### src/rtl/mem_load_unit_pkg.sv
// ============================================================================
//  Module   : mem_load_unit_pkg
//  Purpose  : Shared constants for the load unit: funct3 load codes, memory
//             region codes, FSM state encodings and decode helpers.
//  Revision : 1.0  initial release
// ============================================================================
`default_nettype none

package mem_load_unit_pkg;

   // RISC-V load funct3 encodings
   localparam logic [2:0] FNC_LB  = 3'b000;
   localparam logic [2:0] FNC_LH  = 3'b001;
   localparam logic [2:0] FNC_LW  = 3'b010;
   localparam logic [2:0] FNC_LBU = 3'b100;
   localparam logic [2:0] FNC_LHU = 3'b101;

   // Target region codes
   localparam logic [1:0] REG_NONE = 2'd0;
   localparam logic [1:0] REG_DMEM = 2'd1;
   localparam logic [1:0] REG_BIOS = 2'd2;
   localparam logic [1:0] REG_IO   = 2'd3;

   // FSM state encodings
   localparam logic [1:0] ST_IDLE = 2'd0;
   localparam logic [1:0] ST_WAIT = 2'd1;
   localparam logic [1:0] ST_RESP = 2'd2;

   // Region decode from address bits [31:28]
   function automatic logic [1:0] decode_region(input logic [3:0] i_nib);
      logic [1:0] w_reg;
      casez (i_nib)
         4'b00?1: w_reg = REG_DMEM;
         4'b0100: w_reg = REG_BIOS;
         4'b1000: w_reg = REG_IO;
         default: w_reg = REG_NONE;
      endcase
      return w_reg;
   endfunction

   function automatic logic funct3_legal(input logic [2:0] i_f3);
      return (i_f3 == FNC_LB)  || (i_f3 == FNC_LH) || (i_f3 == FNC_LW) ||
             (i_f3 == FNC_LBU) || (i_f3 == FNC_LHU);
   endfunction

endpackage

`default_nettype wire

### src/rtl/mem_load_unit_align.sv
// ============================================================================
//  Module   : load_align
//  Purpose  : Combinational byte/halfword selection and sign/zero extension
//             of a raw read word.
//  Ports    : i_word   raw XLEN-bit read data
//             i_offset byte offset addr[1:0]
//             i_funct3 load type
//             o_data   aligned, extended result (0 for illegal funct3)
//  Revision : 1.0  initial release
// ============================================================================
`default_nettype none

module load_align
   import mem_load_unit_pkg::*;
#(
   parameter int XLEN = 32
) (
   input  logic [XLEN-1:0] i_word,
   input  logic [1:0]      i_offset,
   input  logic [2:0]      i_funct3,
   output logic [XLEN-1:0] o_data
);

   logic [7:0]  w_byte;
   logic [15:0] w_half;

   always_comb begin
      w_byte = i_word[7:0];
      case (i_offset)
         2'd0:    w_byte = i_word[7:0];
         2'd1:    w_byte = i_word[15:8];
         2'd2:    w_byte = i_word[23:16];
         default: w_byte = i_word[31:24];
      endcase
   end

   // Offset 3 has no contiguous halfword inside the word; it falls back to
   // the low halfword.
   always_comb begin
      w_half = i_word[15:0];
      case (i_offset)
         2'd1:    w_half = i_word[23:8];
         2'd2:    w_half = i_word[31:16];
         default: w_half = i_word[15:0];
      endcase
   end

   always_comb begin
      o_data = '0;
      case (i_funct3)
         FNC_LB:  o_data = {{(XLEN-8){w_byte[7]}}, w_byte};
         FNC_LBU: o_data = {{(XLEN-8){1'b0}}, w_byte};
         FNC_LH:  o_data = {{(XLEN-16){w_half[15]}}, w_half};
         FNC_LHU: o_data = {{(XLEN-16){1'b0}}, w_half};
         FNC_LW:  o_data = i_word;
         default: o_data = '0;
      endcase
   end

endmodule

`default_nettype wire

### src/rtl/mem_load_unit.sv
// ============================================================================
//  Module   : mem_load_unit
//  Purpose  : Handshaked load unit. Accepts one load (address + funct3),
//             strobes the decoded DMEM/BIOS/IO read port, waits the region
//             latency, then registers the aligned/extended data as a
//             response held under valid/ready backpressure.
//  Ports    : clk, rst (sync, active high)
//             req_valid/req_ready/req_addr/req_funct3   request side
//             mem_addr, dmem_en, bios_en, io_rd_en, io_addr   read ports
//             dmem_rdata, bios_rdata, io_rdata          read data
//             rsp_valid/rsp_ready/rsp_data/rsp_fault    response side
//  Macro    : MEM_LOAD_MISALIGN_TRAP_EN - misaligned LH/LHU/LW fault
//             instead of being formatted.
//  Revision : 1.0  initial release
// ============================================================================
`default_nettype none

module mem_load_unit
   import mem_load_unit_pkg::*;
#(
   parameter int XLEN        = 32,
   parameter int MEM_LATENCY = 1,
   parameter int IO_LATENCY  = 1,
   parameter int IO_ADDR_W   = 8
) (
   input  logic                 clk,
   input  logic                 rst,
   input  logic                 req_valid,
   output logic                 req_ready,
   input  logic [XLEN-1:0]      req_addr,
   input  logic [2:0]           req_funct3,
   output logic [XLEN-1:0]      mem_addr,
   output logic                 dmem_en,
   output logic                 bios_en,
   output logic                 io_rd_en,
   output logic [IO_ADDR_W-1:0] io_addr,
   input  logic [XLEN-1:0]      dmem_rdata,
   input  logic [XLEN-1:0]      bios_rdata,
   input  logic [XLEN-1:0]      io_rdata,
   output logic                 rsp_valid,
   input  logic                 rsp_ready,
   output logic [XLEN-1:0]      rsp_data,
   output logic                 rsp_fault
);

   localparam logic [2:0] c_MEM_LAT = 3'(MEM_LATENCY);
   localparam logic [2:0] c_IO_LAT  = 3'(IO_LATENCY);

   logic [1:0]      r_state;
   logic [2:0]      r_cnt;
   logic [1:0]      r_off;
   logic [2:0]      r_funct3;
   logic [1:0]      r_region;
   logic [XLEN-1:0] r_rsp_data;
   logic            r_rsp_fault;

   logic [1:0]      w_region;
   logic            w_misalign;
   logic            w_fault;
   logic            w_accept;
   logic            w_strobe;
   logic [XLEN-1:0] w_rdata;
   logic [XLEN-1:0] w_aligned;

   assign w_region = decode_region(req_addr[31:28]);

`ifdef MEM_LOAD_MISALIGN_TRAP_EN
   assign w_misalign = (((req_funct3 == FNC_LH) || (req_funct3 == FNC_LHU)) &&
                        (req_addr[1:0] == 2'd3)) ||
                       ((req_funct3 == FNC_LW) && (req_addr[1:0] != 2'd0));
`else
   assign w_misalign = 1'b0;
`endif

   assign w_fault  = (w_region == REG_NONE) || !funct3_legal(req_funct3) || w_misalign;
   assign w_accept = req_valid && (r_state == ST_IDLE);
   // A faulting request never touches a read port
   assign w_strobe = w_accept && !w_fault;

   assign req_ready = (r_state == ST_IDLE);
   assign mem_addr  = req_addr;
   assign io_addr   = req_addr[IO_ADDR_W-1:0];
   assign dmem_en   = w_strobe && (w_region == REG_DMEM);
   assign bios_en   = w_strobe && (w_region == REG_BIOS);
   assign io_rd_en  = w_strobe && (w_region == REG_IO);

   assign rsp_valid = (r_state == ST_RESP);
   assign rsp_data  = r_rsp_data;
   assign rsp_fault = r_rsp_fault;

   always_comb begin
      w_rdata = dmem_rdata;
      case (r_region)
         REG_BIOS: w_rdata = bios_rdata;
         REG_IO:   w_rdata = io_rdata;
         default:  w_rdata = dmem_rdata;
      endcase
   end

   load_align #(.XLEN(XLEN)) u_align (
      .i_word   (w_rdata),
      .i_offset (r_off),
      .i_funct3 (r_funct3),
      .o_data   (w_aligned)
   );

   always_ff @(posedge clk) begin
      if (rst) begin
         r_state     <= ST_IDLE;
         r_cnt       <= 3'd0;
         r_off       <= 2'd0;
         r_funct3    <= 3'd0;
         r_region    <= REG_NONE;
         r_rsp_data  <= '0;
         r_rsp_fault <= 1'b0;
      end else begin
         case (r_state)
            ST_IDLE: begin
               if (w_accept) begin
                  r_off    <= req_addr[1:0];
                  r_funct3 <= req_funct3;
                  r_region <= w_region;
                  if (w_fault) begin
                     r_rsp_fault <= 1'b1;
                     r_rsp_data  <= '0;
                     r_state     <= ST_RESP;
                  end else begin
                     r_cnt   <= (w_region == REG_IO) ? c_IO_LAT : c_MEM_LAT;
                     r_state <= ST_WAIT;
                  end
               end
            end
            ST_WAIT: begin
               r_cnt <= r_cnt - 3'd1;
               // Data from the strobed source is valid in the last wait cycle
               if (r_cnt == 3'd1) begin
                  r_rsp_data  <= w_aligned;
                  r_rsp_fault <= 1'b0;
                  r_state     <= ST_RESP;
               end
            end
            ST_RESP: begin
               if (rsp_ready) r_state <= ST_IDLE;
            end
            default: r_state <= ST_IDLE;
         endcase
      end
   end

endmodule

`default_nettype wire

### config.mk
export PLATFORM = sky130hd
export DESIGN_NAME = mem_load_unit
export DESIGN_NICKNAME = d
export VERILOG_FILES = /design/src/rtl/mem_load_unit_pkg.sv /design/src/rtl/mem_load_unit_align.sv /design/src/rtl/mem_load_unit.sv
export SDC_FILE = /design/constraint.sdc
export NUM_CORES = 1
export LEC_CHECK = 0
export ABC_AREA = 1
export BUFFER_PORTS_ARGS = -buffer_cell sky130_fd_sc_hd__buf_2
export CAP_MARGIN = 20
export CORE_ASPECT_RATIO = 0.7
export CORE_MARGIN = 5
export CORE_UTILIZATION = 31
export CTS_CLUSTER_DIAMETER = 120
export DETAILED_ROUTE_END_ITERATION = 10
export RECOVER_POWER = 100
export SYNTH_ARGS = -nofsm -noshare
export SYNTH_HDL_FRONTEND = slang
export SYNTH_HIERARCHICAL = 1
export SYNTH_SLANG_ARGS = --single-unit
### constraint.sdc
create_clock -name clk -period 5.7 [get_ports clk]
set_clock_uncertainty 0.2 [all_clocks]
set_input_delay 0.285 -clock clk [delete_from_list [all_inputs] [get_ports clk]]
set_output_delay 0.285 -clock clk [all_outputs]
set_load 0.01 [all_outputs]
# Yosys cells after proc, flatten, opt, wreduce, memory -nomap -nowiden
# Cells that the tools add are included.
[word_totals]
ff_bits = 45
word_cells = 77
input_bits = 135
[op_classes]
reduce_logical = 22
muxes = 21
eq_ne = 26
addsub = 1
[op_table]
columns = ["operator", "n"]
rows = [
  ["case mux 32 bit (5 select lines)", 1],
  ["case mux 32 bit (2 select lines)", 2],
  ["two-way mux 32 bit", 3],
  ["case mux 16 bit (2 select lines)", 1],
  ["case mux 8 bit (3 select lines)", 1],
  ["equality test 2 bit, second input constant", 6],
  ["equality test 3 x 1 -> 1 bit, second input constant", 4],
  ["equality test 3 bit, second input constant", 4],
  ["case mux 2 bit (3 select lines)", 2],
  ["two-way mux 2 bit", 4],
  ["equality test 2 x 1 -> 1 bit, second input constant", 3],
  ["equality test 3 x 2 -> 1 bit, second input constant", 2],
  ["logical NOT 2 bit", 3],
  ["logical NOT 3 bit", 2],
  ["two-way mux 3 bit", 2],
  ["!= test 2 x 1 -> 1 bit, second input constant", 3],
  ["case mux 3 bit (2 select lines)", 1],
  ["AND reduction 3 bit", 2],
  ["logical AND 1 bit", 5],
  ["logical OR 1 bit", 5],
  ["equality test 4 x 3 -> 1 bit, second input constant", 1],
  ["equality test 4 bit, second input constant", 1],
  ["!= test 2 bit, second input constant", 2],
  ["AND reduction 4 bit", 1],
  ["6 further kinds", 9],
]

# Depth between registers and ports, before layout
# Gate-level depths: netlist of the first run.
[depth]
ltp_word = 10
mapped_depth = 17
depth_no_buf = 14

# By module
# Netlist of the first run, hierarchy kept.
[by_module_without_submodules]
columns = ["module", "cells_per_inst", "area_per_inst_um2", "instances"]
rows = [
  ["mem_load_unit", 479, 3074.2, 1],
  ["load_align", 217, 1021.0, 1],
]

# Worst setup path after synthesis of the first run
# Ideal clock, no wire load.
[synth_path]
path_type = "register to register"
startpoint = "register r_region[0]"
endpoint = "register r_rsp_data[20], in the netlist rsp_data[20]"
stages_incl_launch_ff = 14
path_slack_ns = 3.610
setup_ns = 0.116
arrival_time_ns = 1.775
t_required_ns = 5.384
cell_sequence = "dfxtp_1 -> clkbuf_1 -> nor2_1 -> buf_2 -> nand2_1 -> nand3_1 -> or2_2 -> nand3_4 -> buf_6 -> nand3_1 -> inv_1 -> nor2_1 -> o21ai_0 -> nor2_1"
[synth_via]
elab_chain_len = 6
elab_cells_between_ends = 8
[synth_rtl]
columns = ["item", "line_no", "text"]
rows = [
  ["from (decl)", "mem_load_unit.sv:53", "logic [1:0] r_region;"],
  ["from (signal assigned)", "mem_load_unit.sv:122", "r_region <= w_region;"],
  ["equality test 2 bit", "mem_load_unit.sv:93", "case (r_region)"],
  ["case mux 32 bit (2 select lines) *", "mem_load_unit.sv:93", ""],
  ["via w_rdata[15]", "mem_load_unit.sv:62", "logic [XLEN-1:0] w_rdata;"],
  ["case mux 8 bit (3 select lines) or case mux 16 bit (2 select lines) (tied branches)", "mem_load_unit_align.sv:29, mem_load_unit_align.sv:41", ""],
  ["case mux 32 bit (5 select lines) *", "mem_load_unit_align.sv:50", "case (i_funct3)"],
  ["via w_aligned[20]", "mem_load_unit.sv:63", "logic [XLEN-1:0] w_aligned;"],
  ["two-way mux 32 bit *", "mem_load_unit.sv:136", "if (r_cnt == 3'd1) begin"],
  ["case mux 32 bit (2 select lines) *", "mem_load_unit.sv:117", "case (r_state)"],
  ["to (signal assigned)", "mem_load_unit.sv:137", "r_rsp_data <= w_aligned;"],
  ["to (decl)", "mem_load_unit.sv:54", "logic [XLEN-1:0] r_rsp_data;"],
]
# The timed path passes the listed nets; every way through them passes the cells marked *. The select of a mux whose other input is x is not followed.
# A chain may end at the register's enable or synchronous reset.

# Worst setup path in the final report of the first run
[layout_path]
startpoint = "register r_region[1]"
endpoint = "register r_rsp_data[22], in the netlist rsp_data[22]"
# The elaborated chain is that of the path after synthesis.

==> results of run 1 <==
power by group through the flow:
stage | Combinational (mW) | Clock (mW) | Sequential [mW]
3_3_place_gp | 0.461 | 0 | 0.380
3_5_place_dp | 0.459 | 0 | 0.380
4_1_cts | 0.461 | 0.348 | 0.374
5_1_grt | 0.510 | 0.355 | 0.378
6_report | 0.443 | 0.337 | 0.373
2_1_floorplan | 0.353 | 0 | 0.390
per-layer routing:
metal | part of all wire | routed length, um | global-route usage
met4 | 0.0090 | 115 | 0.0332
met5 | 0 | 0 | 0
met3 | 0.072 | 928 | 0.0401
met1 | 0.50 | 6420 | 0.240
met2 | 0.42 | 5340 | 0.247
placed cells by master (no fill, tap or decap), types with 2 or more instances in the layout:
cell and instances:
buf_2 109, nor2_2 29, o21ai_0 44, clkbuf_16 5
a21oi_1 5, clkbuf_1 46, nor2_4 2, buf_4 3
nand3_2 2, o21ai_1 5, nand3_1 109, nand3_4 2
nand2_1 182, inv_1 53, a31oi_1 2, a21oi_2 2
or2_2 2, ha_1 6, inv_2 3, dfxtp_1 45
nand2_2 2, or2_1 2, nor2_1 114
cells by family after synthesis:
kind of cell,after synthesis,share of synthesized area
flip-flops,45,0.220
AND/OR/NAND/NOR,449,0.491
AO/OA/AOI/OAI,59,0.0755
buffers and inverters,137,0.195
adder cells (fa/ha/maj),6,0.0183
registers in the layout, summed over array words and instances (netlist names):
register   flops
r_off          2
r_funct3       3
rsp_data      32
r_state        2
r_cnt          3
r_region       2
rsp_fault      1
area by class of cell:
class / count / area (um^2)
clock buffer: 5 / 125
inverter: 57 / 221
timing repair buffer: 158 / 741
fill: 1498 / 8450
clock inverter: 3 / 46.3
tap: 166 / 208
multi-input combinational: 514 / 2360
sequential: 45 / 901
path summary, 6_finish.rpt:
path	start	end	slack [ns]	cells past startpoint
worst max register to register	r_region[1]	rsp_data[22]	1.89	15
worst max-delay path	r_region[1]	rsp_data[22]	1.89	15
worst min-delay path	rst	rsp_fault	0.007	2
worst min register to register	r_cnt[1]	r_cnt[1]	0.27	2
through the flow:
stage                util  instance area [um^2]  hold WS, ns
finish              0.353                  4600      0.00675
floorplan               -                  4100        0.147
CTS                 0.360                  4700      0.00384
global route        0.353                  4600       0.0177
detailed placement  0.347                  4530        0.263
global placement    0.347                  4530        0.255
critical path, cell delays in order, from the launching register on:
cell,delay [ns]
dfxtp_1,0.32
inv_1,0.40
nor2_1,0.54
clkbuf_1,0.83
nand2_1,0.11
nand3_1,0.16
nand2_1,0.07
nand2_1,0.10
inv_1,0.04
nand2_1,0.11
nand3_4,0.24
nand3_1,0.16
inv_1,0.06
nor2_1,0.11
o21ai_0,0.14
nor2_1,0.13
==> results.py, run 1 <==
metrics = {
    "clocking": {
        "post_cts.repair.setup_buffers": 0,
        "clkSinkCount": 45,
        "cts-htree-levels": 2,
        "cts_tree": "yes",
        "clk_pin_slew_ns": 0.07,
        "cts-root-buf": "clkbuf_16",
        "cts-resized-gates": 0,
        "number_of_buffers_added_by_the_clock_tree_synthesis_step": 5,
        "cts_hold_repair_buffers": 0,
        "cts_buffer_depth": 2,
        "clkLatencyLatePin_ns": 0.29,
    },
    "global_route": {
        "grt_first_pass_wirelength_um": 21200,
        "grt.total_usage": 0.165,
        "globalRoute.totalOverflow": 0,
        "grt_max_degree": 36,
        "first_global_vias": 4281,
        "grt_antenna_before_repair": 0,
    },
    "power_and_ir_drop": {
        "power.net_switching_mw": 0.446,
        "cellLeakagePower_nw": 2.24,
        "sw_frac_of_total": 0.387,
        "ir_drop_mv": 0.111,
        "p_per_area_mw_per_mm2": 250,
        "p_total_mw": 1.15,
        "share_clk_of_total_power": 0.293,
        "seq_power_share": 0.323,
        "internal_power_mw": 0.707,
        "pwr-share-comb": 0.384,
    },
    "detailed_routing": {
        "drc": 0,
        "route.detailed.vias_per_inst": 4.72,
        "drt_iter0_drc": 262,
        "routed_wl_um": 12800,
        "count_of_tritonroute_iterations_in_the_first_routing_pass": 5,
        "num_vias": 4474,
        "wire_per_inst_um": 13.5,
        "ant_nets": 0,
    },
    "floorplanning": {
        "die-width_um": 147,
        "dieArea_mm2": 0.0156,
        "io_pins": 213,
        "floorplan.initialDensity": 0.314,
        "core_mm2": 0.0131,
        "fp.dieH_um": 106,
        "rows": 35,
    },
    "timing": {
        "hold_viol": 0,
        "worst_slack_ns": 1.89,
        "timing.setup.tns_ns": 0,
        "min_period_over_period": 0.668,
        "timing_worst_slew_pin_value_ns": 1.10,
        "timing.slew.headroom": 0.263,
        "report.final.setup_viol": 0,
        "finalMaxSlewViolations": 0,
        "rsz_0062_raised_after_global_routing": "no",
        "maximum_frequency_from_static_timing_analysis_mhz": 262,
        "min_clock_period_post_route_ns": 3.81,
    },
    "cells_and_area": {
        "fraction_of_final_layout_cells_sized_beyond_drive_strength_1": 0.214,
        "final_antenna_diode_count": 0,
        "finalNetCount": 922,
        "synthToLayoutAreaGrowth_pct": 12.4,
        "final_cells": 948,
    },
    "setup_path": {
        "cp.arrival_ns": 3.84,
        "timing.critical_path.required_ns": 5.73,
        "timing_worst_setup_path_type": "flop to flop",
        "startpoint_type": "flop",
        "worst_setup_path_end_kind": "flop",
        "worstPathMaxFanout": 33,
    },
    "logic_synthesis": {
        "synth_nets": 837,
        "synth_enable_flop_cells": 0,
        "synth_most_common_cell": "nand2_1",
        "synth_cells": 696,
        "synthDominantAreaCellType": "dfxtp_1",
        "synth.top_cells.by_area": "dfxtp_1, nand2_1, nand3_1",
        "ys_seq_elements": 45,
        "ranking_of_synthesized_cells_by_instance_count": "nand2_1, nand3_1, nor2_1",
        "ys_dominant_reg_cell": "dfxtp_1",
        "number_of_warning_messages_in_the_yosys_log": 6,
        "yosys.area.top_type_share": 0.220,
        "ys_async_sr_fraction": 0,
        "combined_area_of_all_synthesized_cells_mm2": 0.00410,
        "yosysUniqueCellTypes": 32,
        "post_synth.cell_area_avg_um2": 5.88,
        "synth.yosys.seq_area_share": 0.220,
    },
    "flow_run": {
        "drv.max_cap_violation_count": 0,
    },
    "placed_design": {
        "detailed_placer_s_ending_hpwl_um": 10300,
        "gp_congestion": 0.913,
        "placed_cells": 940,
        "port_buffers": 154,
        "post-place-ws_ns": 2.96,
    },
    "outcome": {
        "status": "finished, final reports clean",
    },
    "min_path": {
        "hold_path.class": "primary input to flop",
    },
}
No activity file was read; power rests on OpenSTA's default activity.
==> run 2, diff against run 1 <==
==> constraint.sdc (replaced) <==
create_clock -name clk -period 3.35 [get_ports clk]
set_clock_uncertainty 0.2 [all_clocks]
set_input_delay 0.1675 -clock clk [delete_from_list [all_inputs] [get_ports clk]]
set_output_delay 0.1675 -clock clk [all_outputs]
set_load 0.01 [all_outputs]
==> run 2 against run 1 <==
Against the previous run: design area rose by 0.33%; final cell count is 0.95% higher; sequential share of layout area is 0.064 points lower; die area stayed put; via count down 0.56%; critical path type unchanged; first-iteration DRC count grew 14%; global-route usage rose by 0.11 points; total power rose by 65%; clock power rose by 51%.
==> results.py, run 2 (synthesized netlist as in run 1, its figures left out) <==
metrics = {
    "floorplanning": {
        "dieArea_mm2": 0.0156,
        "io_pins": 213,
        "floorplan.initialDensity": 0.314,
        "die-width_um": 147,
        "core_mm2": 0.0131,
        "rows": 35,
        "fp.dieH_um": 106,
    },
    "clocking": {
        "clk_pin_slew_ns": 0.06,
        "cts-root-buf": "clkbuf_16",
        "cts-resized-gates": 0,
        "cts-htree-levels": 2,
        "cts_tree": "yes",
        "clkLatencyLatePin_ns": 0.29,
        "clkSinkCount": 45,
        "number_of_buffers_added_by_the_clock_tree_synthesis_step": 5,
        "cts_buffer_depth": 2,
    },
    "cells_and_area": {
        "fraction_of_final_layout_cells_sized_beyond_drive_strength_1": 0.190,
        "synthToLayoutAreaGrowth_pct": 12.7,
        "layout.cells.most_common_list": "nand2_1, nor2_1, nand3_1",
        "finish.utilization": 0.354,
        "largest_register_ff_count": 32,
        "finalNetCount": 931,
        "final_antenna_diode_count": 0,
        "layout_commonest_cell": "nand2_1",
    },
    "detailed_routing": {
        "routed_wl_um": 13100,
        "met2_length_um": 5590,
        "route.detailed.vias_per_inst": 4.65,
        "drc": 0,
        "drt_iter0_drc": 299,
        "num_vias": 4449,
        "wire_per_inst_um": 13.7,
        "m1WireLength_um": 6590,
        "count_of_tritonroute_iterations_in_the_first_routing_pass": 4,
        "routed.top_layer": "met4",
        "ant_nets": 0,
        "met3_length_um": 893,
    },
    "power_and_ir_drop": {
        "cellLeakagePower_nw": 2.27,
        "ir_drop_mv": 0.184,
        "p_per_area_mw_per_mm2": 411,
    },
    "global_route": {
        "grt_max_degree": 37,
        "grt_first_pass_wirelength_um": 21400,
        "grt.total_usage": 0.166,
        "grt_antenna_before_repair": 0,
        "globalRoute.totalOverflow": 0,
        "first_global_vias": 4327,
    },
    "flow_run": {
        "drv.max_cap_violation_count": 0,
    },
    "setup_path": {
        "worst_setup_path_end_kind": "flop",
        "timing.critical_path.required_ns": 3.37,
        "startpoint_type": "flop",
        "cp.arrival_ns": 2.73,
        "worst_path_largest_cell_delay_ns": 0.46,
        "timing_worst_setup_path_type": "flop to flop",
        "worst_path_most_repeated_cell": "nand2_1",
        "critical_path.slowest_cell": "clkbuf_2",
        "rrSetupSlack_ns": 0.65,
        "path_cells": "inv_2 -> nor2_2 -> clkbuf_2 -> nand2_1 -> nand3_1 -> nand2_1 -> nand2_1 -> inv_1 -> nand2_2 -> nand3_4 -> nand3_1 -> inv_1 -> nor2_1 -> o21ai_0 -> nor2_1",
        "worstPathMaxFanout": 24,
    },
    "timing": {
        "min_clock_period_post_route_ns": 2.70,
        "timing.slew.headroom": 0.154,
        "min_period_over_period": 0.807,
        "rsz_0062_raised_after_global_routing": "no",
        "finalMaxSlewViolations": 0,
        "report.final.setup_viol": 0,
        "hold_viol": 0,
        "maximum_frequency_from_static_timing_analysis_mhz": 370,
        "timing_worst_slew_pin_value_ns": 1.27,
        "timing.setup.tns_ns": 0,
    },
    "placed_design": {
        "gp_congestion": 0.918,
        "port_buffers": 154,
        "detailed_placer_s_ending_hpwl_um": 10200,
    },
    "min_path": {
        "hold_path.class": "primary input to flop",
    },
    "outcome": {
        "status": "finished, final reports clean",
    },
}
[run 2: layout make-up]
cell class                      count  area [um^2]
Sequential cell                    45          901
Multi-Input combinational cell    514         2310
Clock inverter                      2         13.8
Timing Repair Buffer              167          822
Clock buffer                        6          139
Fill cell                        1515         8430
Tap cell                          166          208
Inverter                           57          221
[run 2: metal layers]
metal | global-route usage | vias up
li1 | - | 2326
met1 | 0.241 | 1958
met2 | 0.256 | 155
met3 | 0.0396 | 10
met4 | 0.0219 | 0
met5 | 0 | -
[run 2: critical path: cells and delay by family (launching register included)]
family                 cells  cell delay (ns)
AND/OR/NAND/NOR           10             1.39
buffers and inverters      4             0.60
flip-flops                 1             0.34
AO/OA/AOI/OAI              1             0.09
[run 2: timing repair]
item | in CTS | in global routing
hold buffers | 7 | 0
buffers inserted | 0 | 0
hold endpoints to repair | 10 | 0
[run 2: where the power goes]
group | leakage [nW] | internal (mW) | total (mW) | switching (mW)
Clock | 0.0768 | 0.297 | 0.510 | 0.213
Combinational | 1.82 | 0.257 | 0.758 | 0.501
Sequential | 0.371 | 0.592 | 0.630 | 0.0380
[run 2: per-stage QoR]
| step | hold slack (ns) | setup slack, ns | area, um^2 | instances | power [mW] |
|---|---|---|---|---|---|
| 2_1_floorplan | 0.0299 | 1.26 | 4100 | 696 | 1.26 |
| 3_3_place_gp | 0.135 | 0.880 | 4540 | 942 | 1.43 |
| 3_5_place_dp | 0.135 | 0.788 | 4540 | 942 | 1.44 |
| 4_1_cts | 0.0975 | 0.772 | 4770 | 957 | 1.96 |
| 5_1_grt | 0.135 | 0.257 | 4620 | 957 | 2.05 |
| 6_report | 0.102 | 0.646 | 4620 | 957 | 1.90 |
[run 2: path summary, 6_finish.rpt]
path / start / end / cells after the start
hold / removal: req_addr[28] / r_region[0] / 3
hold reg to reg: r_cnt[1] / r_cnt[1] / 2
setup / recovery: r_region[1] / rsp_data[20] / 15
setup reg to reg: r_region[1] / rsp_data[20] / 15
